**config.mk**
```make
export PLATFORM = sky130hd
export DESIGN_NAME = mod_mult_seq_23x23_flat
export DESIGN_NICKNAME = d
export VERILOG_FILES = /design/src/rtl/mod_mult_seq_23x23_if.sv /design/src/rtl/mod_mult_seq_23x23.sv /design/src/flat_wrapper.sv
export SDC_FILE = /design/constraint.sdc
export NUM_CORES = 1
export LEC_CHECK = 0
export BUFFER_PORTS_ARGS = -buffer_cell sky130_fd_sc_hd__buf_2
export CORE_MARGIN = 10
export CORE_UTILIZATION = 54
export CTS_CLUSTER_SIZE = 12
export DETAILED_ROUTE_END_ITERATION = 8
export PLACE_DENSITY = 0.77
export SETUP_SLACK_MARGIN = 0.05
export SLEW_MARGIN = 20
export SYNTH_ARGS = -nofsm -noshare
export SYNTH_HDL_FRONTEND = slang
export SYNTH_SLANG_ARGS = --single-unit
```
**constraint.sdc**
```tcl
create_clock -name clk_i -period 2.86 [get_ports clk_i]
set_input_delay 0.286 -clock clk_i [delete_from_list [all_inputs] [get_ports clk_i]]
set_output_delay 0.286 -clock clk_i [all_outputs]
set_load 0.01 [all_outputs]
```
**src/rtl/mod_mult_seq_23x23_if.sv**
```systemverilog
// Handshake and data bundle for the sequential 23x23 multiplier.
//   start   : request strobe from the requester, sampled only while the multiplier is idle
//   a, b    : operands, captured on the accepting edge
//   busy    : high while a multiplication is in progress
//   done    : one-cycle pulse, product valid while high
//   product : a*b zero-extended to P_W bits, held until the next completion
// master = requester side, slave = multiplier side.
interface mod_mult_seq_23x23_if #(
   parameter int unsigned A_W = 23,
   parameter int unsigned P_W = 48
);
   logic           start;
   logic [A_W-1:0] a;
   logic [A_W-1:0] b;
   logic           busy;
   logic           done;
   logic [P_W-1:0] product;

   modport master (
      output start, a, b,
      input  busy, done, product
   );

   modport slave (
      input  start, a, b,
      output busy, done, product
   );
endinterface

```
**src/rtl/mod_mult_seq_23x23.sv**
```systemverilog
// Radix-2 shift-and-add unsigned multiplier, one multiplier bit per clock.
// Produces the 48-bit product that feeds the fixed-modulus reduction stage.
//   clk_i  : clock, all state updates on the rising edge
//   rst_i  : synchronous active-high reset, aborts any operation in flight
//   mul_io : slave side of mod_mult_seq_23x23_if (start/a/b in, busy/done/product out)
// Latency is A_W cycles from accept to done; a new start is accepted in the done cycle.
module mod_mult_seq_23x23 #(
   parameter int unsigned A_W = 23,
   parameter int unsigned P_W = 48
) (
   input  logic                 clk_i,
   input  logic                 rst_i,
   mod_mult_seq_23x23_if.slave  mul_io
);

   localparam int unsigned AccW = 2 * A_W;
   localparam int unsigned CntW = $clog2(A_W) + 1;
   localparam logic [CntW-1:0] CntLast = CntW'(A_W - 1);

   if (P_W < AccW) begin : g_bad_pw
      $error("P_W must be at least 2*A_W");
   end

   typedef enum logic [0:0] {StIdle, StBusy} state_e;

   state_e          state_q, state_d;
   logic [AccW-1:0] a_sh_q, a_sh_d;
   logic [A_W-1:0]  b_sh_q, b_sh_d;
   logic [AccW-1:0] acc_q, acc_d;
   logic [CntW-1:0] cnt_q, cnt_d;
   logic [P_W-1:0]  product_q, product_d;
   logic            done_q, done_d;
   logic [AccW-1:0] acc_sum;

   // Product never exceeds 2*A_W bits, so this add cannot overflow.
   assign acc_sum = acc_q + (b_sh_q[0] ? a_sh_q : '0);

   always_comb begin
      state_d   = state_q;
      a_sh_d    = a_sh_q;
      b_sh_d    = b_sh_q;
      acc_d     = acc_q;
      cnt_d     = cnt_q;
      product_d = product_q;
      done_d    = 1'b0;
      unique case (state_q)
         StIdle: begin
            if (mul_io.start) begin
               a_sh_d              = '0;
               a_sh_d[A_W-1:0]     = mul_io.a;
               b_sh_d              = mul_io.b;
               acc_d               = '0;
               cnt_d               = '0;
               state_d             = StBusy;
            end
         end
         StBusy: begin
            acc_d  = acc_sum;
            a_sh_d = a_sh_q << 1;
            b_sh_d = b_sh_q >> 1;
            cnt_d  = cnt_q + 1'b1;
            if (cnt_q == CntLast) begin
               // Capture includes this edge's addition; upper bits zero-filled.
               product_d           = '0;
               product_d[AccW-1:0] = acc_sum;
               done_d              = 1'b1;
               state_d             = StIdle;
            end
         end
         default: state_d = StIdle;
      endcase
   end

   always_ff @(posedge clk_i) begin
      if (rst_i) begin
         state_q   <= StIdle;
         a_sh_q    <= '0;
         b_sh_q    <= '0;
         acc_q     <= '0;
         cnt_q     <= '0;
         product_q <= '0;
         done_q    <= 1'b0;
      end else begin
         state_q   <= state_d;
         a_sh_q    <= a_sh_d;
         b_sh_q    <= b_sh_d;
         acc_q     <= acc_d;
         cnt_q     <= cnt_d;
         product_q <= product_d;
         done_q    <= done_d;
      end
   end

   assign mul_io.busy    = (state_q == StBusy);
   assign mul_io.done    = done_q;
   assign mul_io.product = product_q;

endmodule
```
**src/flat_wrapper.sv**
```systemverilog
// flat-port wrapper written by rule: the top's interface ports become plain ports
module mod_mult_seq_23x23_flat 
#(
   parameter int unsigned A_W = 23,
   parameter int unsigned P_W = 48
)
  (clk_i, rst_i, mul_io_start, mul_io_a, mul_io_b, mul_io_busy, mul_io_done, mul_io_product);
  mod_mult_seq_23x23_if #(.A_W(A_W), .P_W(P_W)) mul_io_i ();
  input  logic clk_i;
  input  logic rst_i;
  input wire logic [$bits(mul_io_i.start)-1:0] mul_io_start;
  input wire logic [$bits(mul_io_i.a)-1:0] mul_io_a;
  input wire logic [$bits(mul_io_i.b)-1:0] mul_io_b;
  output wire logic [$bits(mul_io_i.busy)-1:0] mul_io_busy;
  output wire logic [$bits(mul_io_i.done)-1:0] mul_io_done;
  output wire logic [$bits(mul_io_i.product)-1:0] mul_io_product;
  assign mul_io_i.start = mul_io_start;
  assign mul_io_i.a = mul_io_a;
  assign mul_io_i.b = mul_io_b;
  assign mul_io_busy = mul_io_i.busy;
  assign mul_io_done = mul_io_i.done;
  assign mul_io_product = mul_io_i.product;
  mod_mult_seq_23x23 #(.A_W(A_W), .P_W(P_W)) u_core (.clk_i(clk_i), .rst_i(rst_i), .mul_io(mul_io_i));
endmodule
```
==> results of run 1 <==
power groups by stage:
| stage | sequential [mW] | combinational (mW) | clock [mW] |
|---|---|---|---|
| floorplan | 2.47 | 0.256 | 0 |
| global placement | 2.48 | 0.353 | 0 |
| detailed placement | 2.48 | 0.362 | 0 |
| CTS | 2.43 | 0.370 | 2.45 |
| global route | 2.43 | 0.421 | 2.56 |
| finish | 2.43 | 0.377 | 2.43 |
cells by family (layout without fill, tap and decap cells):
group,Yosys count,in the layout,share of synthesized area [%]
buffers and inverters,110,285,4.61
other,1,2,0.0395
flip-flops,169,169,35.6
adder cells (fa/ha/maj),48,48,6.40
AO/OA/AOI/OAI,320,320,20.5
XOR/XNOR,43,43,3.96
AND/OR/NAND/NOR,464,464,23.6
multiplexers,50,50,5.27
what timing repair did:
item / CTS / global route
cloned: 0 / 0
pin swaps: 26 / 40
setup buffers: 5 / 6
hold buffers: 0 / 0
gates resized for setup: 53 / 89
endpoints found under the setup margin: 43 / 52
sequential cells by signal (all words and copies together) (netlist names):
name / cells
u_core.mul_io.busy: 1
u_core.a_sh_q: 46
u_core.mul_io.product: 46
u_core.acc_q: 46
u_core.b_sh_q: 23
u_core.cnt_q: 6
u_core.mul_io.done: 1
stage by stage:
step,hold WS [ps],util (%),area (um^2),instances
floorplan,430,-,9640,1206
global placement,436,63.7,11000,1564
detailed placement,444,63.7,11000,1564
CTS,131,69.2,12000,1601
global route,179,72.3,12500,1606
finish,130,72.3,12500,1606
worst paths after layout:
kind / depth (start not counted) / slack, ps / to
worst min register to register: 2 / 450 / u_core.mul_io.product[23]
worst min-delay path: 3 / 130 / u_core.b_sh_q[22]
worst max register to register: 15 / -180 / u_core.acc_q[42]
worst max-delay path: 15 / -180 / u_core.acc_q[42]
layout by cell type, fill, tap and decap left out, drive strengths merged, types with 16 or more instances in the layout:
| cell | count |
|---|---|
| nand2 | 116 |
| o21ai | 47 |
| buf | 234 |
| ha | 47 |
| nor3b | 39 |
| and2 | 47 |
| clkbuf | 20 |
| xnor2 | 27 |
| mux2i | 50 |
| xor2 | 16 |
| nor2 | 168 |
| nand3 | 26 |
| dfxtp | 169 |
| a21oi | 184 |
| inv | 23 |
per-layer routing:
layer | track usage [%] | routed length (um) | part of all wire [%] | up-vias
met1 | 29.0 | 12200 | 45 | 4358
met3 | 3.98 | 1680 | 6.2 | 33
met2 | 34.1 | 12600 | 47 | 316
met4 | 6.40 | 418 | 1.6 | 0
li1 | - | - | - | 4531
met5 | 0 | 0 | 0 | -
layout make-up:
cell class	instances	area [um^2]	share of cell area [%]
clock inverter	12	158	1.26
multi-input combinational	927	6580	52.6
tap	225	282	2.25
clock buffer	20	457	3.65
inverter	19	71.3	0.571
sequential	169	3390	27.1
timing repair buffer	234	1570	12.5
worst min-delay path: cells and delay by family:
kind | cells | cell delay [ps]
buf+inv | 1 | 70
mux | 1 | 50
simple gates | 1 | 110
==> qor.txt, run 1 <==
Cts bufs inserted: 17
Die X: 153 um
Peak VDD IR: 0.000424 V
Vias per cell: 5.75
WP data required: 3190 ps
Max-slew violation count: 0
Bufs on Longest Clock Path: 2
Critical Path AT: 3370 ps
# IOs: 99
Library cells used by synthesis: 75
Post-synth EDFFs: 0
CP cell instances: buf_12, and2_4, ha_4, fa_2, a21oi_2, o22ai_1, o31a_1, a41oi_2, buf_4, o31ai_4, buf_6, a2111oi_4, nor2_2, xnor2_1, o21ai_1
Hold Vio Cnt, Final: 0
Clock share of power: 46.4%
Ys flop type: dfxtp_1
First-pass GRT wire length: 43300 um
Most frequent cells after synthesis: a21oi_1 (183), dfxtp_1 (169), nor2_1 (168), nand2_1 (114), clkbuf_1 (67)
CP max FO: 16
Most common cell in the netlist: a21oi_1
Design Power: 5.23 mW
RSZ-0062 raised after global routing: true
Post-DP HPWL: 18200 um
Leakage: 5.25 nW
CP delay by family, top: compound AO/OA/AOI/OAI gates
Failing checks: negative setup slack
Worst-Skew Late Latency: 440 ps
Worst Max-Slew Pin Slew: 1070 ps
Critical path buffer and inverter count: 3
Drt first-iter violations: 753
Flop pwr share: 46.4%
PortBufs: 96
Die H: 153 um
Antenna-violating nets left: 0
First-pass detailed-route iteration total: 5
Layout area overhead: 31.5%
Setup TNS: -1670 ps
Die area: 0.0233 mm^2
Hold_sp: mul_io_b[22]
Slowest CP cell: fa_2
Yosys top cell by area: dfxtp_1
Sequential fraction of the synthesis area: 35.6%
Largest stage delay on the critical path: 350 ps
Post-Synthesis Cells: 1205
Synth Warn #: 0
Ant. Diodes: 0
Initial core utilization: 55.0%
CP startpoint kind: flip-flop
H-tree depth: 4
Vias in the first global route: 8745
WL final: 26900 um
Pre-CTS worst setup slack: -226 ps
FMAX: 329 MHz
Final-report setup violation count: 20
WL/cell: 16.8 um
TritonCTS clock tree: yes
Net Sw Frac: 25.4%
Mapped cell area: 0.00951 mm^2
Final period utilization: 106%
Hold Crit Class: input port to flip-flop
Internal: 3.91 mW
Fillcell total: 1313
Synth top area share: 35.6%
Setup skew after layout: 8.00 ps
# rows: 48
Largest cells by area after synthesis: dfxtp_1 (36%), a21oi_1 (9.6%), nor2_1 (6.6%)
CP startpoint: u_core.b_sh_q[0]
DRC Markers: 0
GRT Residual Overflow: 0
Combinational power share: 7.2%
Max-slew headroom: 28.1%
Slack of the critical path: -180 ps
Maxcap violations: 0
Asr flop ratio synth: 0%
Seq cells post-synth: 169
RR Startpoint: u_core.b_sh_q[0]
Avg Inst Size Synth: 7.89 um^2
Status: finished, violations left
Vias: 9238
Placer Congestion: 0.953
Clock transition at path regs: 70 ps
Layout cell share with drive strength beyond 1: 30.1%
Root Driver: clkbuf_16
Pin count of the biggest net entering global routing: 74
Endpoint class of the critical path: flip-flop
Antenna violations before repair: 1
TritonCTS sink count: 169
Core area: 0.0173 mm^2
WS Path Type: flip-flop to flip-flop
GRT Resource Usage Total: 21.5%
Final net count: 1465
Cell Pwr Density: 419 mW/mm^2
NetSw: 1.33 mW
Minimum clock period: 3040 ps
Power figures use the tool's default switching activity.
==> run 2: changes to the inputs <==
- CELL_PAD_IN_SITES_DETAIL_PLACEMENT: not set -> 1
- CELL_PAD_IN_SITES_GLOBAL_PLACEMENT: not set -> 1
- CORE_UTILIZATION: 54 -> 40
- PLACE_DENSITY: 0.77 -> not set
- PLACE_DENSITY_LB_ADDON: not set -> 0.1
- clock period: 2.86 -> 2.5 ns (I/O delays scaled with it)
==> run 2 against run 1 <==
  * The run still ends with negative setup slack left
  * Core utilization is 16 points lower
  * Cell count is 11% higher
  * Clock power is 11% higher
  * Setup slack worse by 380 ps
  * Clock-buffer cell count is 3 lower
  * Flip-flop and latch count stayed put
  * Sequential power is 14% higher
  * Register-to-register slack worse by 380 ps
  * Cell area is 6.1% higher
  * Sequential share of layout area is 1.5 points lower
  * Global-route usage is 0.18 points lower
  * Critical path type unchanged
  * Critical endpoint is now u_core.acc_q[43]
==> qor.txt, run 2 (same netlist as run 1, synthesis figures left out) <==
Status: finished, violations left (unchanged)
Failing checks: negative setup slack (unchanged)
Layout Cells excl Fill: 1786 (was 1606)
Commonest cells after routing, fill and taps aside: buf_4 (216), nor2_1 (167), dfxtp_1 (166), a21oi_1 (153), nand2_1 (113) (was dfxtp_1 (167), nor2_1 (164), a21oi_1 (156), buf_4 (134), nand2_1 (111))
Final period utilization: 123% (was 106%)
First-pass detailed-route iteration total: 5 (unchanged)
RR Startpoint: u_core.b_sh_q[0] (unchanged)
DRC Markers: 0 (unchanged)
Die H: 174 um (was 153 um)
GRT Residual Overflow: 0 (unchanged)
Post-DP HPWL: 21900 um (was 18200 um)
First-pass GRT wire length: 53800 um (was 43300 um)
Met2 wire len: 15700 um (was 12600 um)
Die X: 174 um (was 153 um)
Hold Vio Cnt, Final: 0 (unchanged)
Cell Pwr Density: 449 mW/mm^2 (was 419 mW/mm^2)
Setup skew after layout: 19.2 ps (was 8.00 ps)
Final-report setup violation count: 68 (was 20)
Internal: 4.28 mW (was 3.91 mW)
Flop pwr share: 46.7% (was 46.4%)
Routed length on met3: 1230 um (was 1680 um)
# rows: 56 (was 48)
Initial core utilization: 40.6% (was 55.0%)
NetSw: 1.67 mW (was 1.33 mW)
Worst-Skew Late Latency: 440 ps (about the same)
Max-slew headroom: 34.0% (was 28.1%)
Drt first-iter violations: 513 (was 753)
Vias in the first global route: 10.1k (was 8745)
Layout cell share with drive strength beyond 1: 33.2% (was 30.1%)
WL met1: 15500 um (was 12200 um)
Critical Path AT: 3440 ps (was 3370 ps)
Vias: 9534 (was 9238)
Root Driver: clkbuf_16 (unchanged)
Minimum clock period: 3060 ps (was 3040 ps)
WL final: 33000 um (was 26900 um)
Ant. Diodes: 0 (unchanged)
Bufs on Longest Clock Path: 2 (unchanged)
Vias per cell: 5.34 (was 5.75)
TritonCTS sink count: 169 (unchanged)
Combinational power share: 7.9% (was 7.2%)
Clock transition at path regs: 80 ps (was 70 ps)
Die area: 0.0303 mm^2 (was 0.0233 mm^2)
RSZ-0062 raised after global routing: true (unchanged)
R2R depth: 14 (was 15)
Final net count: 1551 (was 1465)
Hold Crit Class: input port to flip-flop (unchanged)
Peak VDD IR: 0.000370 V (was 0.000424 V)
FMAX: 326 MHz (was 329 MHz)
WL/cell: 18.5 um (was 16.8 um)
Critical Path End: u_core.acc_q[43] (was u_core.acc_q[42])
WP data required: 2880 ps (was 3190 ps)
Slack of the critical path: -564 ps (was -180 ps)
TritonCTS clock tree: yes (unchanged)
Most common cell after layout, fill and taps aside: buf_4 (was dfxtp_1)
CP max FO: 22 (was 16)
Antenna-violating nets left: 0 (unchanged)
Pin count of the biggest net entering global routing: 109 (was 74)
Worst Max-Slew Pin Slew: 990 ps (was 1070 ps)
Clock share of power: 45.4% (was 46.4%)
WS Path Type: flip-flop to flip-flop (unchanged)
Cts bufs inserted: 17 (unchanged)
Setup TNS: -20870 ps (was -1670 ps)
Maxcap violations: 0 (unchanged)
R2r endpoint: u_core.acc_q[43] (was u_core.acc_q[42])
PortBufs: 96 (unchanged)
# IOs: 99 (unchanged)
Max-slew violation count: 0 (unchanged)
Endpoint class of the critical path: flip-flop (unchanged)
Antenna violations before repair: 0 (was 1)
Reg2reg setup slack: -560 ps (was -180 ps)
Leakage: 5.74 nW (was 5.25 nW)
Net Sw Frac: 28.1% (was 25.4%)
Pre-CTS worst setup slack: -583 ps (was -226 ps)
Hold buffer count at cts: 0 (unchanged)
Placer Congestion: 0.883 (was 0.953)
Hold depth: 3 (unchanged)
Uppermost layer routed: met4 (unchanged)
Fin Hold WS: 110 ps (was 130 ps)
GRT Resource Usage Total: 21.3% (was 21.5%)
Core area: 0.0234 mm^2 (was 0.0173 mm^2)
Placed insts: 1728 (was 1564)
CP startpoint: u_core.b_sh_q[0] (unchanged)
CP startpoint kind: flip-flop (unchanged)
H-tree depth: 4 (unchanged)
Layout area overhead: 39.5% (was 31.5%)
==> run 2: cell types whose count changed in the layout (fill, tap and decap cells not counted), sizes merged <==
cell,previous run,this run
clkinvlp,2,1
clkinv,4,8
clkbuf,20,17
inv,23,25
bufinv,2,0
buf,234,320
==> run 2: final cells by class <==
class / instances / area (um^2)
repair buffers: 320 / 2230
clock inverters: 15 / 173
fillers: 2849 / 10100
multi-input cells: 927 / 6570
well taps: 319 / 399
flip-flops and latches: 169 / 3390
clock buffers: 17 / 425
inverters: 19 / 71.3
==> run 2: repair_timing <==
| item | 4_1_cts | 5_1_grt |
|---|---|---|
| hold endpoints to repair | 0 | 0 |
| gates resized for setup | 91 | 32 |
| endpoints found under the setup margin | 72 | 77 |
| setup buffers | 24 | 2 |
| pin swaps | 45 | 22 |
==> run 2: how the worst min path moves through the flow <==
stage | startpoint | to | slack [ps]
4_1_cts | mul_io_a[0] | u_core.a_sh_q[0] | 100
3_3_place_gp | u_core.mul_io.product[23] | u_core.mul_io.product[23] | 440
5_1_grt | mul_io_b[22] | u_core.b_sh_q[22] | 160
6_report | mul_io_a[0] | u_core.a_sh_q[0] | 110
3_5_place_dp | u_core.mul_io.product[12] | u_core.mul_io.product[12] | 440
2_1_floorplan | u_core.acc_q[44] | u_core.acc_q[44] | 430
==> run 2: power groups by stage <==
| stage | logic [mW] | clock network (mW) | registers (mW) |
|---|---|---|---|
| after floorplan | 0.295 | 0 | 2.83 |
| after global placement | 0.437 | 0 | 2.84 |
| after detailed placement | 0.450 | 0 | 2.84 |
| after CTS | 0.463 | 2.76 | 2.78 |
| after global routing | 0.523 | 2.87 | 2.79 |
| final | 0.469 | 2.70 | 2.78 |
==> run 2: metal layers <==
metal	vias up	GRT usage, %
met2	178	35.3
met5	-	0
li1	4679	-
met3	37	3.77
met1	4640	27.7
met4	0	6.31
==> run 2: critical path, cell delays in order, from the launching register on <==
cell and delay, ps:
dfxtp_2 350, buf_12 150, and2_4 170, ha_4 260
buf_4 150, nand2_1 160, nor3_2 270, and3_4 230
nor3b_4 180, nor3_2 70, buf_4 160, nand3b_2 100
a41oi_2 120, or4b_1 540, nand3_1 80
==> run 2: per-stage QoR <==
step	utilization, %	cell area, um^2	total power [mW]
CTS	55.8	13100	6.00
global route	56.7	13300	6.18
global placement	50.3	11800	3.28
floorplan	-	9770	3.12
finish	56.7	13300	5.95
detailed placement	50.3	11800	3.29
